==> src/rtl/flappy_game_state.sv <==
// flappy_game_state: frame-rate game engine for a one-pipe flappy-bird clone.
// Owns bird height/velocity, pipe column and gap row, score and game-over. Once per frame tick
// it advances physics (MOVE), tests for a collision (CHECK), then pulses draw_frame (EMIT) so
// the painter redraws from a state that stays stable until the next MOVE.
//
// Ports:
//   CLOCK_50    in   system clock
//   reset       in   synchronous, active-high reset
//   flap        in   synchronised level; a rising edge requests a flap
//   start       in   level; starts play from idle, restarts after game over
//   box_y       out  bird centre row
//   pipe_1_x    out  pipe column
//   pipe_1_y    out  top row of the pipe gap
//   draw_frame  out  one-cycle pulse, three cycles after each frame tick
//   game_over   out  high while the game is over
//   score       out  pipes passed, saturating at 255
module flappy_game_state #(
    parameter int unsigned FRAME_DIV    = 833333,
    parameter int unsigned GRAVITY      = 1,
    parameter int unsigned FLAP_IMPULSE = 4,
    parameter int unsigned MAX_FALL     = 4,
    parameter int unsigned PIPE_SPEED   = 1,
    parameter int unsigned GAP_H        = 30,
    parameter int unsigned BOX_X        = 4,
    parameter int unsigned BOX_Y_INIT   = 60,
    parameter int unsigned PIPE_X_INIT  = 159,
    parameter int unsigned SCREEN_H     = 120,
    parameter logic [7:0]  LFSR_SEED    = 8'hA5
) (
    input  logic       CLOCK_50,
    input  logic       reset,
    input  logic       flap,
    input  logic       start,
    output logic [6:0] box_y,
    output logic [7:0] pipe_1_x,
    output logic [6:0] pipe_1_y,
    output logic       draw_frame,
    output logic       game_over,
    output logic [7:0] score
);

    localparam int unsigned     CntW      = (FRAME_DIV > 1) ? $clog2(FRAME_DIV) : 1;
    localparam logic [CntW-1:0] CntMax    = CntW'(FRAME_DIV - 1);
    localparam logic signed [6:0] GravS   = 7'(GRAVITY);
    localparam logic signed [6:0] MaxFall = 7'(MAX_FALL);
    localparam logic signed [5:0] FlapVel = 6'(0 - FLAP_IMPULSE);
    localparam logic signed [8:0] YMin    = 9'sd1;
    localparam logic signed [8:0] YMax    = 9'(SCREEN_H - 2);
    localparam logic [6:0]      BoxYInit  = 7'(BOX_Y_INIT);
    localparam logic [6:0]      BoxYMax   = 7'(SCREEN_H - 2);
    localparam logic [7:0]      PipeXInit = 8'(PIPE_X_INIT);
    localparam logic [7:0]      PipeStep  = 8'(PIPE_SPEED);
    localparam logic [6:0]      PipeYInit = 7'd40;
    localparam logic [8:0]      XLo       = 9'(BOX_X - 1);
    localparam logic [8:0]      XHi       = 9'(BOX_X + 1);
    localparam logic [8:0]      GapSpan   = 9'(GAP_H - 1);

    // Hold1/Hold2 pad the no-physics path so draw_frame keeps the same 3-cycle tick latency.
    typedef enum logic [2:0] {
        StIdle, StRun, StMove, StCheck, StEmit, StDead, StHold1, StHold2
    } state_e;

    state_e            state_q, state_d;
    logic [CntW-1:0]   cnt_q, cnt_d;
    logic              flap_prev_q;
    logic              flap_pend_q, flap_pend_d;
    logic signed [5:0] vel_q, vel_d;
    logic [6:0]        box_y_q, box_y_d;
    logic [7:0]        pipe_x_q, pipe_x_d;
    logic [6:0]        pipe_y_q, pipe_y_d;
    logic [7:0]        score_q, score_d;
    logic              over_q, over_d;
    logic              draw_q, draw_d;
    logic [7:0]        lfsr_q, lfsr_d;
    logic              hit_q, hit_d;
    logic              idle_path_q, idle_path_d;

    logic              tick;
    logic              flap_edge;
    logic signed [6:0] vel_sum;
    logic signed [5:0] vel_new;
    logic signed [8:0] y_sum;
    logic [6:0]        y_clamped;
    logic [8:0]        px9, by9, py9;
    logic              hit_now;

    // Frame divider and flap edge detect.
    always_comb begin
        tick      = (cnt_q == CntMax);
        cnt_d     = tick ? '0 : cnt_q + CntW'(1);
        flap_edge = flap & ~flap_prev_q;
    end

    // Physics for the MOVE step.
    always_comb begin
        vel_sum = $signed({vel_q[5], vel_q}) + GravS;
        if (flap_pend_q) begin
            vel_new = FlapVel;
        end else if (vel_sum > MaxFall) begin
            vel_new = MaxFall[5:0];
        end else begin
            vel_new = vel_sum[5:0];
        end
        y_sum = $signed({2'b00, box_y_q}) + 9'(vel_new);
        if (y_sum < YMin) begin
            y_clamped = 7'd1;
        end else if (y_sum > YMax) begin
            y_clamped = BoxYMax;
        end else begin
            y_clamped = y_sum[6:0];
        end
    end

    // Collision test on the post-MOVE state.
    always_comb begin
        px9     = {1'b0, pipe_x_q};
        by9     = {2'b00, box_y_q};
        py9     = {2'b00, pipe_y_q};
        hit_now = (box_y_q == 7'd1) || (box_y_q == BoxYMax)
                  || ((px9 >= XLo) && (px9 <= XHi)
                      && (((by9 - 9'd1) < py9) || ((by9 + 9'd1) > (py9 + GapSpan))));
    end

    always_comb begin
        state_d     = state_q;
        flap_pend_d = flap_pend_q | flap_edge;
        vel_d       = vel_q;
        box_y_d     = box_y_q;
        pipe_x_d    = pipe_x_q;
        pipe_y_d    = pipe_y_q;
        score_d     = score_q;
        over_d      = over_q;
        lfsr_d      = lfsr_q;
        hit_d       = hit_q;
        idle_path_d = idle_path_q;

        unique case (state_q)
            StIdle: begin
                flap_pend_d = 1'b0;
                if (tick) begin
                    state_d     = start ? StMove : StHold1;
                    idle_path_d = ~start;
                end
            end
            StRun: begin
                if (tick) state_d = StMove;
            end
            StMove: begin
                // An edge arriving in this very cycle is kept for the next frame.
                flap_pend_d = flap_edge;
                vel_d       = vel_new;
                box_y_d     = y_clamped;
                if (pipe_x_q < PipeStep) begin
                    pipe_x_d = PipeXInit;
                    pipe_y_d = 7'd8 + {1'b0, lfsr_q[5:0]};
                    score_d  = (score_q == 8'hFF) ? score_q : score_q + 8'd1;
                end else begin
                    pipe_x_d = pipe_x_q - PipeStep;
                end
                lfsr_d  = {lfsr_q[6:0], lfsr_q[7] ^ lfsr_q[5] ^ lfsr_q[4] ^ lfsr_q[3]};
                state_d = StCheck;
            end
            StCheck: begin
                hit_d   = hit_now;
                state_d = StEmit;
            end
            StHold1: state_d = StHold2;
            StHold2: state_d = StEmit;
            StEmit: begin
                if (hit_q) begin
                    state_d = StDead;
                    over_d  = 1'b1;
                end else if (idle_path_q) begin
                    state_d = StIdle;
                end else begin
                    state_d = StRun;
                end
            end
            StDead: begin
                if (tick) begin
                    state_d = StHold1;
                    if (start) begin
                        // Restart: game state back to reset values, lfsr keeps running.
                        vel_d       = '0;
                        box_y_d     = BoxYInit;
                        pipe_x_d    = PipeXInit;
                        pipe_y_d    = PipeYInit;
                        score_d     = '0;
                        over_d      = 1'b0;
                        hit_d       = 1'b0;
                        flap_pend_d = 1'b0;
                        idle_path_d = 1'b1;
                    end
                end
            end
            default: state_d = StIdle;
        endcase

        draw_d = (state_d == StEmit);
    end

    always_ff @(posedge CLOCK_50) begin
        if (reset) begin
            state_q     <= StIdle;
            cnt_q       <= '0;
            flap_prev_q <= 1'b0;
            flap_pend_q <= 1'b0;
            vel_q       <= '0;
            box_y_q     <= BoxYInit;
            pipe_x_q    <= PipeXInit;
            pipe_y_q    <= PipeYInit;
            score_q     <= '0;
            over_q      <= 1'b0;
            draw_q      <= 1'b0;
            lfsr_q      <= LFSR_SEED;
            hit_q       <= 1'b0;
            idle_path_q <= 1'b0;
        end else begin
            state_q     <= state_d;
            cnt_q       <= cnt_d;
            flap_prev_q <= flap;
            flap_pend_q <= flap_pend_d;
            vel_q       <= vel_d;
            box_y_q     <= box_y_d;
            pipe_x_q    <= pipe_x_d;
            pipe_y_q    <= pipe_y_d;
            score_q     <= score_d;
            over_q      <= over_d;
            draw_q      <= draw_d;
            lfsr_q      <= lfsr_d;
            hit_q       <= hit_d;
            idle_path_q <= idle_path_d;
        end
    end

    assign box_y      = box_y_q;
    assign pipe_1_x   = pipe_x_q;
    assign pipe_1_y   = pipe_y_q;
    assign draw_frame = draw_q;
    assign game_over  = over_q;
    assign score      = score_q;

endmodule
==> config.mk <==
export PLATFORM = sky130hd
export DESIGN_NAME = flappy_game_state
export DESIGN_NICKNAME = d
export VERILOG_FILES = /design/src/rtl/flappy_game_state.sv
export SDC_FILE = /design/constraint.sdc
export NUM_CORES = 1
export LEC_CHECK = 0
export ABC_AREA = 1
export BUFFER_PORTS_ARGS = -buffer_cell sky130_fd_sc_hd__buf_2
export CORE_UTILIZATION = 49
export CTS_BUF_LIST = sky130_fd_sc_hd__clkbuf_8
export CTS_CLUSTER_DIAMETER = 150
export DETAILED_ROUTE_END_ITERATION = 7
export PLACE_DENSITY = 0.78
export RECOVER_POWER = 50
export SETUP_SLACK_MARGIN = 0.5
export SYNTH_ARGS = -nofsm -noshare
export SYNTH_HDL_FRONTEND = slang
export SYNTH_SLANG_ARGS = --single-unit
==> constraint.sdc <==
create_clock -name CLOCK_50 -period 3.8 [get_ports CLOCK_50]
set_clock_uncertainty 0.05 [all_clocks]
set_input_delay 0.95 -clock CLOCK_50 [delete_from_list [all_inputs] [get_ports CLOCK_50]]
set_output_delay 0.95 -clock CLOCK_50 [all_outputs]
set_load 0.02 [all_outputs]
# ---- Yosys cells after proc, flatten, opt, wreduce, memory -nomap -nowiden
# Cells that the tools add are included.
dict set report totals {
  reg_bits 73
  latch_bits 0
  mem_bits_rw 0
  mem_bits_ro 0
  in_bits 4
  elab_cells 116
  n_memories 0
}
dict set report op_classes {
  n_addsub 9
  n_mul 0
  n_div 0
  order_cmp 8
  eq_ne 18
  shift 0
  n_mux 42
  bitwise_logic 7
  n_reduce_logical 18
}
# cell n
set op_table {}
lappend op_table {{$mux W8} 7}
lappend op_table {{$mux W7} 7}
lappend op_table {{$pmux W8 S2} 2}
lappend op_table {{$pmux W7 S2} 2}
lappend op_table {{$mux W6} 4}
lappend op_table {{$pmux W3 S7} 1}
lappend op_table {{$add A20 B1 Y20 const B} 1}
lappend op_table {{$eq A20 B20 Y1 const B} 1}
lappend op_table {{$eq A3 B3 Y1 const B} 5}
lappend op_table {{$mux W3} 5}
lappend op_table {{$ne A2 B2 Y1 const B} 6}
lappend op_table {{$pmux W6 S2} 1}
lappend op_table {{$reduce_and A4 Y1} 3}
lappend op_table {{$add A8 B6 Y9} 1}
lappend op_table {{$gt A9 B8 Y1 const B} 1}
lappend op_table {{$lt A9 B2 Y1 const B} 1}
lappend op_table {{$lt A9 B7 Y1} 1}
lappend op_table {{$mux W1} 9}
lappend op_table {{$add A7 B1 Y8 const B} 1}
lappend op_table {{$add A7 B5 Y8 const B} 1}
lappend op_table {{$add A8 B1 Y8 const B} 1}
lappend op_table {{$eq A8 B8 Y1 const B} 1}
lappend op_table {{$ge A8 B2 Y1 const B} 1}
lappend op_table {{$gt A8 B8 Y1} 1}
lappend op_table {{24 further kinds} 38}

# ---- Longest topological paths before layout
# Gate-level depths: netlist of the first run.
dict set report logic_depth {
  depth_word 9
  mapped_depth 25
  mapped_depth_nobuf 25
}

# ---- Least setup slack after synthesis of the first run
# Ideal clock, no wire load.
dict set report synth_timing {
  path_kind {register -> register}
  from {register vel_q[0]}
  to {register box_y_q[1] (netlist: box_y[1])}
  setup_ns 0.070
  arrival_ns 2.891
  setup_slack_ns 0.789
  path_stages_with_launch 23
  path_buffers 0
  synth_period_minus_slack_ns 3.011
  cell_sequence {dfxtp_1 ha_1 nand2_1 inv_1 nand2_1 xor2_1 nand2_1 nor2_1 a21oi_1 nor3_1 ha_1 inv_1 fa_1 inv_1 nand2_1 nand3_1 nand2_1 nand2_1 xor2_2 nand2_1 nor2_1 nand2_1 a21oi_1}
}
dict set report synth_via {
  elab_chain_cells 9
  elab_cells_between_ends 10
}
# element line
set synth_lines {}
lappend synth_lines {{start: declaration} 67} ;# logic signed [5:0] vel_q, vel_d;
lappend synth_lines {{start signal: assignment} 223} ;# vel_q <= vel_d;
lappend synth_lines {{$add A6 B2 Y7 *} 96} ;# vel_sum = $signed({vel_q[5], vel_q}) + GravS;
lappend synth_lines {{$gt A7 B4 Y1} 99} ;# end else if (vel_sum > MaxFall) begin
lappend synth_lines {{$mux W6 *} 99}
lappend synth_lines {{$mux W6 *} 97} ;# if (flap_pend_q) begin
lappend synth_lines {{$add A8 B6 Y9 *} 104} ;# y_sum = $signed({2'b00, box_y_q}) + 9'(vel_new);
lappend synth_lines {{$gt A9 B8 Y1} 107} ;# end else if (y_sum > YMax) begin
lappend synth_lines {{$mux W7} 107}
lappend synth_lines {{$mux W7 *} 105} ;# if (y_sum < YMin) begin
lappend synth_lines {{$pmux W7 S2 *} 137} ;# unique case (state_q)
lappend synth_lines {{end signal: assignment} 209} ;# box_y_q <= BoxYInit;
lappend synth_lines {{end signal: assignment} 224} ;# box_y_q <= box_y_d;
lappend synth_lines {{end: declaration} 68} ;# logic [6:0] box_y_q, box_y_d;
# Every way passes the cells marked *; elsewhere a longest branch is shown, timed or not.
# A chain may end at the register's enable or synchronous reset.

# ---- Worst setup path after layout of the first run
dict set report layout_timing {
  from {register vel_q[0]}
  to {register box_y_q[6] (netlist: box_y[6])}
}
# Same word-level chain as after synthesis.

==> results of run 1 <==
## cell type report
type	instances	area (um2)	share of cell area, %
clock buffers	9	124	2.27
clock inverters	7	70.1	1.28
inverters	103	388	7.10
multi-input cells	525	3040	55.6
flip-flops and latches	73	1470	26.9
well taps	129	161	2.95
repair buffers	44	214	3.91
## through the flow
step / utilization [%] / setup WS [ns]
6_report: 58.3 / 0.347
5_1_grt: 58.3 / 0.190
4_1_cts: 56.4 / 0.513
3_5_place_dp: 54.2 / 0.378
3_3_place_gp: 54.2 / 0.549
2_1_floorplan: - / 0.789
## routing by layer
metal / part of all wire [%] / GRT usage, %
met1: 45 / 28.7
met5: 0 / 0
met2: 49 / 41.6
met3: 4.1 / 3.38
met4: 2.0 / 9.59
## power by group
group,total (mW),switching (mW),leakage [nW],internal (mW)
combinational,0.0256,0.0195,1.70,0.00603
sequential,0.769,0.00335,0.592,0.766
clock,0.606,0.303,0.0994,0.303
total,1.40,0.326,2.39,1.08
## worst paths after layout
path / start / to / slack (ns) / cells past startpoint
setup / recovery: vel_q[0] / box_y[6] / 0.35 / 24
hold / removal: hit_q / hit_q / 0.42 / 2
setup reg to reg: vel_q[0] / box_y[6] / 0.35 / 24
hold reg to reg: hit_q / hit_q / 0.42 / 2
## flip-flops by register name, summed over array words and instances, names as in the netlist, 3 cells and up
name      cells
state_q       3
vel_q         6
box_y         7
pipe_1_x      8
cnt_q        20
score         8
lfsr_q        8
pipe_1_y      7
## cells by family (layout without fill, tap and decap cells)
kind of cell / after synthesis / after routing
and+or+nand+nor: 352 / 352
buffers and inverters: 118 / 163
AOI/OAI and AO/OA: 101 / 101
DFF: 73 / 73
adders and majority gates: 39 / 39
xor gates and xnor gates: 33 / 33
## worst max-delay path, delay by kind of cell (launching register included)
family | cells | cell delay [ns]
and+or+nand+nor | 15 | 1.58
xor gates and xnor gates | 1 | 0.16
AOI/OAI and AO/OA | 2 | 0.14
buffers and inverters | 3 | 0.20
adders and majority gates | 3 | 0.79
DFF | 1 | 0.37
## cells in the mapped netlist, types with 3 or more instances
cell      number  area share (%)
nor2_2         5            0.65
o21ai_1        5            0.52
xnor2_1        7             1.3
nand3_1       50             5.2
inv_2         12            0.93
o21a_1         3            0.47
o211ai_1       6            0.93
dfxtp_1       73              30
nor3_1         9            0.93
inv_1         89             6.9
o21ai_0       20             2.1
clkbuf_1      10            0.78
nor2_1        76             5.9
nand4_1       16             2.1
a21oi_1       54             5.6
nand2_2        6            0.78
o21bai_1       3            0.47
xor2_1        25             4.5
ha_1          38             9.9
nand2_1      174              14
## timing repair
item | 4_1_cts | 5_1_grt
setup endpoints to repair | 7 | 7
buffers inserted | 1 | 8
pin swaps | 0 | 16
resized for setup | 4 | 48
==> impl_results.md, run 1 <==
* Status: finished, violations left
* Failing checks: max-capacitance violations, max-slew violations
* Critical-path cell list: ha_4 > nand2_2 > inv_2 > nand2_2 > xor2_2 > nand2_1 > nor2_2 > a21oi_4 > nor3_2 > ha_2 > inv_2 > fa_2 > inv_2 > nand3_2 > nand2_2 > nand2_2 > nand2_2 > nand3_2 > nor2_2 > nand3_2 > nand2_2 > nor2_2 > nand2_1 > a21oi_2
* Compound-Gate Fraction of Synth Area at between 10% and 20%
* Final wirelength at roughly 12,000 um
* VDD IR max at around 250 uV
* CP Max Fanout at 4
* Avg Inst Size Synth at 6.73 um2
* Antenna Nets Post-Route at 0
* H-tree depth at 3
* DRT iter0 DRCs at 220
* Setup tns final at 0 ns
* Total power draw at between 1 and 1.5 mW
* CTS root buf: clkbuf_8
* # IOs at 36
* Power per cell area at about 260 nW/um2
* Die Wd at 101 um
* Mux contribution to synthesized area at 0%
* Placed cells at between 800 and 900
* Mapped Area at 4820 um2
* Quantity of hold-fixing buffers added after cts at 0
* Simple-gate share of the synthesized area at between 30% and 40%
* Port Buffers at 35
* Die area at approximately 10,000 um2
* Final hold violation count at 0
* Combinational family with the most area after synthesis: simple AND/OR/NAND/NOR gates
* Router iterations before antenna repair at 5
* Synth Area in Adders at 10.3%
* Max Fclk at roughly 290 MHz
* Vias in the first global route at around 4.5k
* Asr flop ratio synth at 0%
* Die Y-Extent at 101 um
* Cts bufs inserted at 9
* Clock slew at the register clock pins of the worst setup and hold paths at ~0.08 ns
* TritonCTS clock tree: done
* Vias per cell at roughly 5.3
* Share of cells above drive strength 1 at between 10 and 15%
* Design area at 5470 um2
* Clock Path Buffers at 2
* Most used cell, CP: nand2_2
* Initial antenna violation count at 0
* Critical path's largest stage delay at 0.37 ns
* RSZ-0062 raised after global routing: yes
* Routed len/inst at ~13 um
* Post-Syn Nets at 759
* Most common cell after layout, fill and taps aside: nand2_1
* Ys Warns at 0
* Period utilisation layout at about nine tenths
* CP Capture Type: flop
* CP Data Arrival Time at 3.58 ns
* XOR/XNOR Fraction of Synth Area at slightly above 6%
* Critical Path Start Type: flop
* DP HPWL at between 8000 and 9000 um
* Largest net degree at the start of global routing at 34
* Routability cong. at just under 0.9
* Netlist cell types at 48
* Number of flops mapped to enable cells by yosys at 0
* Worst hold slack at roughly 0.42 ns
* Vias at between 4k and 5k
* Actual slew at the worst max-slew pin at about 1.5 ns
* Synthesized netlist cell count at between 700 and 800
* Syn-to-layout area delta at 13.4%
* Core ar. at approximately 9400 um2
* Hold Crit Class: flop to flop
* Crit path time final at ~3.5 ns
* Global route overflow at 0
* Final non-filler cell total at just under 900
* Final Setup Violations at 0
* Max-cap violations at 1
* WS Path Type: flop to flop
* Final Max Slew Viols at 34
* Global-route wire length before repair at between 15,000 and 20,000 um
* Clock Sinks at 73
* Most frequent cells in the layout: nand2_1, inv_1, nor2_1, dfxtp_1, a21oi_1
* Rel. slew slack at -0.551%
* All-Layer GR Usage at a little under a quarter
* Final nets at ~800
* DP Area at a little over 5000 um2
* Clock latency at the later pin of the worst-skew pair at 0.35 ns
* DRC viols at 0
* Crit path required time at between 3 and 4 ns
* Synthesized flop and latch total at 73
* Initial Utilization at just over 50%
* Seq/Total Area, Yosys at a little under a third
* Leak Pwr at 2.39 nW
* Fill count at 925
* Slowest cell on crit path: dfxtp_4
* Row count at 35
* Synth Flop Type: dfxtp_1
* # diodes at 0
Note: power is estimated with default switching activity, not from simulation.
==> inputs of run 2 (changes only) <==
Settings changed: SETUP_SLACK_MARGIN 0.5 to 0.05.
==> run 2 against run 1 <==
Compared with the run above: the flow now finishes without violations; flip-flop and latch count unchanged; total power up 0.28%; non-clock buffer count down 9; via count down 1.5%; clock-buffer cell count unchanged; first-iteration DRC count down 15%; utilization down 2.6 points; register-to-register slack better by 0.09 ns; hold slack about the same; combinational power about the same; fmax up 2.6%; clock power about the same; largest cell class unchanged.
==> impl_results.md, run 2 (same netlist as run 1, synthesis figures left out) <==
* Status: finished clean (was finished, violations left)
* Initial Utilization at 51.4% (unchanged)
* Max Fclk at 297 MHz (was 290 MHz)
* CP Max Fanout at 6 (was 4)
* Clock slew at the register clock pins of the worst setup and hold paths at 0.08 ns (about the same)
* Combinational power share at 1.8% (about the same)
* Rel. slew slack at 57.5% (was -0.551%)
* Pint at 1.08 mW (about the same)
* Syn-to-layout area delta at 8.34% (was 13.4%)
* DRT iter0 DRCs at 186 (was 220)
* Period utilisation layout at 88.6% (was 90.9%)
* Clock Path Buffers at 2 (unchanged)
* Final Max Slew Viols at 0 (was 34)
* Power per cell area at 269 nW/um2 (was 256 nW/um2)
* Routed len/inst at 12.7 um (was 13.2 um)
* Port Buffers at 35 (unchanged)
* Quantity of hold-fixing buffers added after cts at 0 (unchanged)
* Max-cap violations at 0 (was 1)
* Hold Crit Class: flop to flop (unchanged)
* Die area at 10,200 um2 (unchanged)
* Share of cells above drive strength 1 at 7.31% (was 14.2%)
* # IOs at 36 (unchanged)
* Worst hold slack at 0.419 ns (about the same)
* Initial antenna violation count at 0 (unchanged)
* Switching Fraction at 23.4% (was 23.3%)
* All-Layer GR Usage at 23.4% (was 23.5%)
* Most used cell, CP: nand2_1 (was nand2_2)
* Final hold violation count at 0 (unchanged)
* Reg with most FFs: cnt_q (unchanged)
* Setup tns final at 0 ns (unchanged)
* Final nets at 790 (was 799)
* Max FFs per register at 20 (unchanged)
* DP HPWL at 8450 um (unchanged)
* Clock latency at the later pin of the worst-skew pair at 0.36 ns (was 0.35 ns)
* Core ar. at 9370 um2 (unchanged)
* Actual slew at the worst max-slew pin at 0.638 ns (was 1.51 ns)
* # diodes at 0 (unchanged)
* Vias in the first global route at 4,448 (was 4,483)
* Fill count at 962 (was 925)
* Global-route wire length before repair at 19,200 um (was 19,300 um)
* Slowest cell on crit path: fa_1 (was dfxtp_4)
* Cts bufs inserted at 9 (unchanged)
* CP Data Arrival Time at 3.53 ns (was 3.58 ns)
* Setup WS pre-CTS at 0.378 ns (unchanged)
* Critical-path cell list: ha_1 > nand2_1 > inv_1 > nand2_1 > xor2_1 > nand2_1 > nor2_1 > a21oi_1 > nor3_2 > ha_2 > inv_1 > fa_1 > inv_1 > nand3_1 > nand2_1 > nand2_1 > nand2_1 > nand3_1 > nor2_1 > nand3_1 > nand2_1 > nor2_1 > nand2_1 > a21oi_1 (was ha_4 > nand2_2 > inv_2 > nand2_2 > xor2_2 > nand2_1 > nor2_2 > a21oi_4 > nor3_2 > ha_2 > inv_2 > fa_2 > inv_2 > nand3_2 > nand2_2 > nand2_2 > nand2_2 > nand3_2 > nor2_2 > nand3_2 > nand2_2 > nor2_2 > nand2_1 > a21oi_2)
* Setup ws final at 0.435 ns (was 0.347 ns)
* Global route overflow at 0 (unchanged)
* WS Path Type: flop to flop (unchanged)
* Seq pwr share at 54.9% (about the same)
* Largest net degree at the start of global routing at 34 (unchanged)
* Leak Pwr at 2.33 nW (was 2.39 nW)
* VDD IR max at 249 uV (was 246 uV)
* CP Capture Type: flop (unchanged)
* Vias at 4,642 (was 4,713)
* DRC viols at 0 (unchanged)
* Die Y-Extent at 101 um (unchanged)
* Die Wd at 101 um (unchanged)
* Routability cong. at 0.869 (unchanged)
* Sw power at 0.328 mW (was 0.326 mW)
* Antenna Nets Post-Route at 0 (unchanged)
* TritonCTS clock tree: done (unchanged)
* Clock Sinks at 73 (unchanged)
* Router iterations before antenna repair at 5 (unchanged)
* Crit path time final at 3.37 ns (was 3.45 ns)
* Design area at 5220 um2 (was 5470 um2)
* H-tree depth at 3 (unchanged)
* Row count at 35 (unchanged)
* Critical path's largest stage delay at 0.38 ns (was 0.37 ns)
* CTS root buf: clkbuf_8 (unchanged)
* Final Setup Violations at 0 (unchanged)
* Crit path required time at 3.96 ns (was 3.92 ns)
* Final wirelength at 11,200 um (was 11,700 um)
* Clk pwr share at 43.3% (about the same)
* Critical Path Start Type: flop (unchanged)
* DP Area at 5080 um2 (unchanged)
* Vias per cell at 5.27 (was 5.30)
* RSZ-0062 raised after global routing: no (was yes)
* Total power draw at 1.40 mW (about the same)
* Most common cell after layout, fill and taps aside: nand2_1 (unchanged)
* Most frequent cells in the layout: nand2_1, inv_1, nor2_1, dfxtp_1, a21oi_1 (unchanged)
run 2: what timing repair did:
action	in CTS	in global routing
resized for setup	0	6
endpoints found under the setup margin	0	7
buffers inserted	0	0
hold endpoints to repair	0	0
run 2: power by group through the flow:
stage | sequential, mW | clock, mW | combinational (mW)
2_1_floorplan | 0.788 | 0 | 0.0187
3_3_place_gp | 0.788 | 0 | 0.0244
6_report | 0.771 | 0.609 | 0.0255
4_1_cts | 0.771 | 0.618 | 0.0254
3_5_place_dp | 0.789 | 0 | 0.0252
5_1_grt | 0.771 | 0.646 | 0.0292
run 2: final timing paths:
kind	startpoint	end	slack [ns]	cells past startpoint
worst min register to register	game_over	game_over	0.42	2
worst max-delay path	vel_q[0]	box_y[6]	0.43	24
worst min-delay path	game_over	game_over	0.42	2
worst max register to register	vel_q[0]	box_y[6]	0.43	24
run 2: cell type report:
cell class	count	area (um2)	area share [%]
clock buffer	9	124	2.37
clock inverter	7	70.1	1.34
inverter	103	388	7.43
multi-input combinational	525	2870	55.0
sequential	73	1460	28.0
tap	129	161	3.09
timing repair buffer	35	143	2.73
run 2: worst max-delay path, delay by kind of cell (launching register included):
family                     cells  cell delay [ns]
and+or+nand+nor               15             1.38
adders and majority gates      3             0.84
DFF                            1             0.35
buffers and inverters          3             0.23
xor gates and xnor gates       1             0.19
AOI/OAI and AO/OA              2             0.18
run 2: layer usage:
layer  up-vias  part of all wire (%)  routed length (um)  GRT usage (%)
met5         -                     0                   0              0
met4         0                   1.8                 204           9.36
met3        18                   3.7                 412           3.24
met2        97                    49                5430           41.2
met1      2161                    46                5140           28.8
li1       2366                     -                   -              -
run 2: metrics by stage:
stage          cells  utilization (%)
2_1_floorplan    716                -
3_3_place_gp     865             54.2
3_5_place_dp     865             54.2
4_1_cts          881             56.2
5_1_grt          881             55.7
6_report         881             55.7
==> inputs of run 3 (changes only) <==
Settings changed: REMOVE_ABC_BUFFERS set to 1.
==> run 3 against run 2 <==
Compared with the run above: combinational power decreased by 2%; hold slack improved by 0.0025 ns; register-to-register slack improved by 0.02 ns; die area unchanged.
==> impl_results.md, run 3 (same netlist as run 1, synthesis figures left out) <==
* All-Layer GR Usage at 22.7% (was 23.4%)
* Final Max Slew Viols at 0 (unchanged)
* Power per cell area at 272 nW/um2 (was 269 nW/um2)
* Die area at 10,200 um2 (unchanged)
* Rel. slew slack at 1.54% (was 57.5%)
* Port Buffers at 35 (unchanged)
* Routability cong. at 0.897 (was 0.869)
* Crit path required time at 4.02 ns (was 3.96 ns)
* Hold Crit Class: flop to flop (unchanged)
* Vias per cell at 5.23 (was 5.27)
* Die Wd at 101 um (unchanged)
* Max FFs per register at 20 (unchanged)
* Final Setup Violations at 0 (unchanged)
* Critical-path cell list: ha_1 > nand2_1 > inv_1 > nand2_1 > xor2_1 > nand2_1 > nor2_1 > a21oi_1 > nor3_2 > ha_1 > inv_1 > fa_1 > inv_1 > nand2_1 > nand3_1 > nand2_1 > nand2_1 > xor2_2 > nand2_1 > nor2_1 > nand2_1 > a21oi_1 (was ha_1 > nand2_1 > inv_1 > nand2_1 > xor2_1 > nand2_1 > nor2_1 > a21oi_1 > nor3_2 > ha_2 > inv_1 > fa_1 > inv_1 > nand3_1 > nand2_1 > nand2_1 > nand2_1 > nand3_1 > nor2_1 > nand3_1 > nand2_1 > nor2_1 > nand2_1 > a21oi_1)
* Most used cell, CP: nand2_1 (unchanged)
* Worst hold slack at 0.422 ns (was 0.419 ns)
* Initial antenna violation count at 0 (unchanged)
* Slowest cell on crit path: dfxtp_1 (was fa_1)
* Delay-heaviest family, CP: simple AND/OR/NAND/NOR gates (unchanged)
* Largest net degree at the start of global routing at 34 (unchanged)
* Clock Path Buffers at 2 (unchanged)
* Fill count at 925 (was 962)
* Vias in the first global route at 4,259 (was 4,448)
* Actual slew at the worst max-slew pin at 1.48 ns (was 0.638 ns)
* Leak Pwr at 2.33 nW (about the same)
* Most frequent cells in the layout: nand2_1, inv_1, nor2_1, dfxtp_1, a21oi_1 (unchanged)
* # diodes at 0 (unchanged)
* Final wirelength at 10,900 um (was 11,200 um)
* Router iterations before antenna repair at 5 (unchanged)
* DP HPWL at 8420 um (was 8450 um)
* Clock Sinks at 73 (unchanged)
* Row count at 35 (unchanged)
* Critical Path Start Type: flop (unchanged)
* Initial Utilization at 51.4% (unchanged)
* Core ar. at 9370 um2 (unchanged)
* Critical path's largest stage delay at 0.40 ns (was 0.38 ns)
* Crit path time final at 3.34 ns (was 3.37 ns)
* Status: finished clean (unchanged)
* Die Y-Extent at 101 um (unchanged)
* Setup tns final at 0 ns (unchanged)
* Quantity of hold-fixing buffers added after cts at 0 (unchanged)
* H-tree depth at 3 (unchanged)
* WS Path Type: flop to flop (unchanged)
* Most common cell after layout, fill and taps aside: nand2_1 (unchanged)
* Period utilisation layout at 88.0% (was 88.6%)
* Vias at 4,612 (was 4,642)
* CP Data Arrival Time at 3.56 ns (was 3.53 ns)
* DRT iter0 DRCs at 186 (unchanged)
* Final nets at 790 (unchanged)
* Cts bufs inserted at 9 (unchanged)
* Clock latency at the later pin of the worst-skew pair at 0.36 ns (about the same)
* Syn-to-layout area delta at 8.78% (was 8.34%)
* Reg with most FFs: cnt_q (unchanged)
* Routed len/inst at 12.4 um (was 12.7 um)
* Max Fclk at 299 MHz (was 297 MHz)
* CP Capture Type: flop (unchanged)
* Final hold violation count at 0 (unchanged)
* Global-route wire length before repair at 18,500 um (was 19,200 um)
* VDD IR max at 197 uV (was 249 uV)
* CP Max Fanout at 5 (was 6)
* Max-cap violations at 0 (unchanged)
* CP bufs+invs at 3 (unchanged)
* DRC viols at 0 (unchanged)
* RSZ-0062 raised after global routing: no (unchanged)
* # IOs at 36 (unchanged)
* Antenna Nets Post-Route at 0 (unchanged)
* Share of cells above drive strength 1 at 7.58% (was 7.31%)
* Clock slew at the register clock pins of the worst setup and hold paths at 0.08 ns (about the same)
* TritonCTS clock tree: done (unchanged)
* Global route overflow at 0 (unchanged)
* Fin util at 55.9% (was 55.7%)
* CTS root buf: clkbuf_8 (unchanged)
run 3: worst paths after layout:
kind,from,slack [ns],cells past startpoint,end
worst min register to register,game_over,0.42,2,game_over
worst max register to register,vel_q[1],0.46,22,box_y[6]
worst min-delay path,game_over,0.42,2,game_over
worst max-delay path,vel_q[1],0.46,22,box_y[6]
run 3: layer usage:
layer	wire length, um	vias up	track usage [%]
li1	-	2380	-
met1	4870	2091	28.2
met2	5240	117	39.2
met3	595	24	4.55
met4	210	0	7.69
met5	0	-	0
run 3: repair_timing:
item | CTS | global route
endpoints found under the setup margin | 0 | 6
resized for setup | 0 | 2
setup buffers | 0 | 0
run 3: where the power goes:
group          switching [mW]  internal (mW)
clock                   0.320          0.309
combinational          0.0191        0.00599
sequential            0.00318          0.767
run 3: layout make-up:
cell class,count,area (um2),area share (%)
multi-input cells,525,2890,55.1
flip-flops and latches,73,1460,27.9
inverters,103,388,7.40
well taps,129,161,3.08
repair buffers,35,141,2.70
clock buffers,9,124,2.36
clock inverters,7,77.6,1.48
run 3: stage by stage:
stage | instances | area [um2] | setup slack (ns) | total power [mW]
6_report | 881 | 5240 | 0.456 | 1.42
5_1_grt | 881 | 5240 | 0.0543 | 1.47
4_1_cts | 881 | 5280 | 0.378 | 1.43
3_5_place_dp | 865 | 5080 | 0.407 | 0.814
3_3_place_gp | 865 | 5080 | 0.582 | 0.813
2_1_floorplan | 701 | 4740 | 0.788 | 0.801
run 3: worst reg2reg max path, delay by kind of cell (launching register included):
| kind | cells | cell delay, ns |
|---|---|---|
| AOI/OAI and AO/OA | 2 | 0.23 |
| xor gates and xnor gates | 2 | 0.39 |
| adders and majority gates | 3 | 0.79 |
| buffers and inverters | 3 | 0.26 |
| DFF | 1 | 0.40 |
| and+or+nand+nor | 12 | 1.13 |
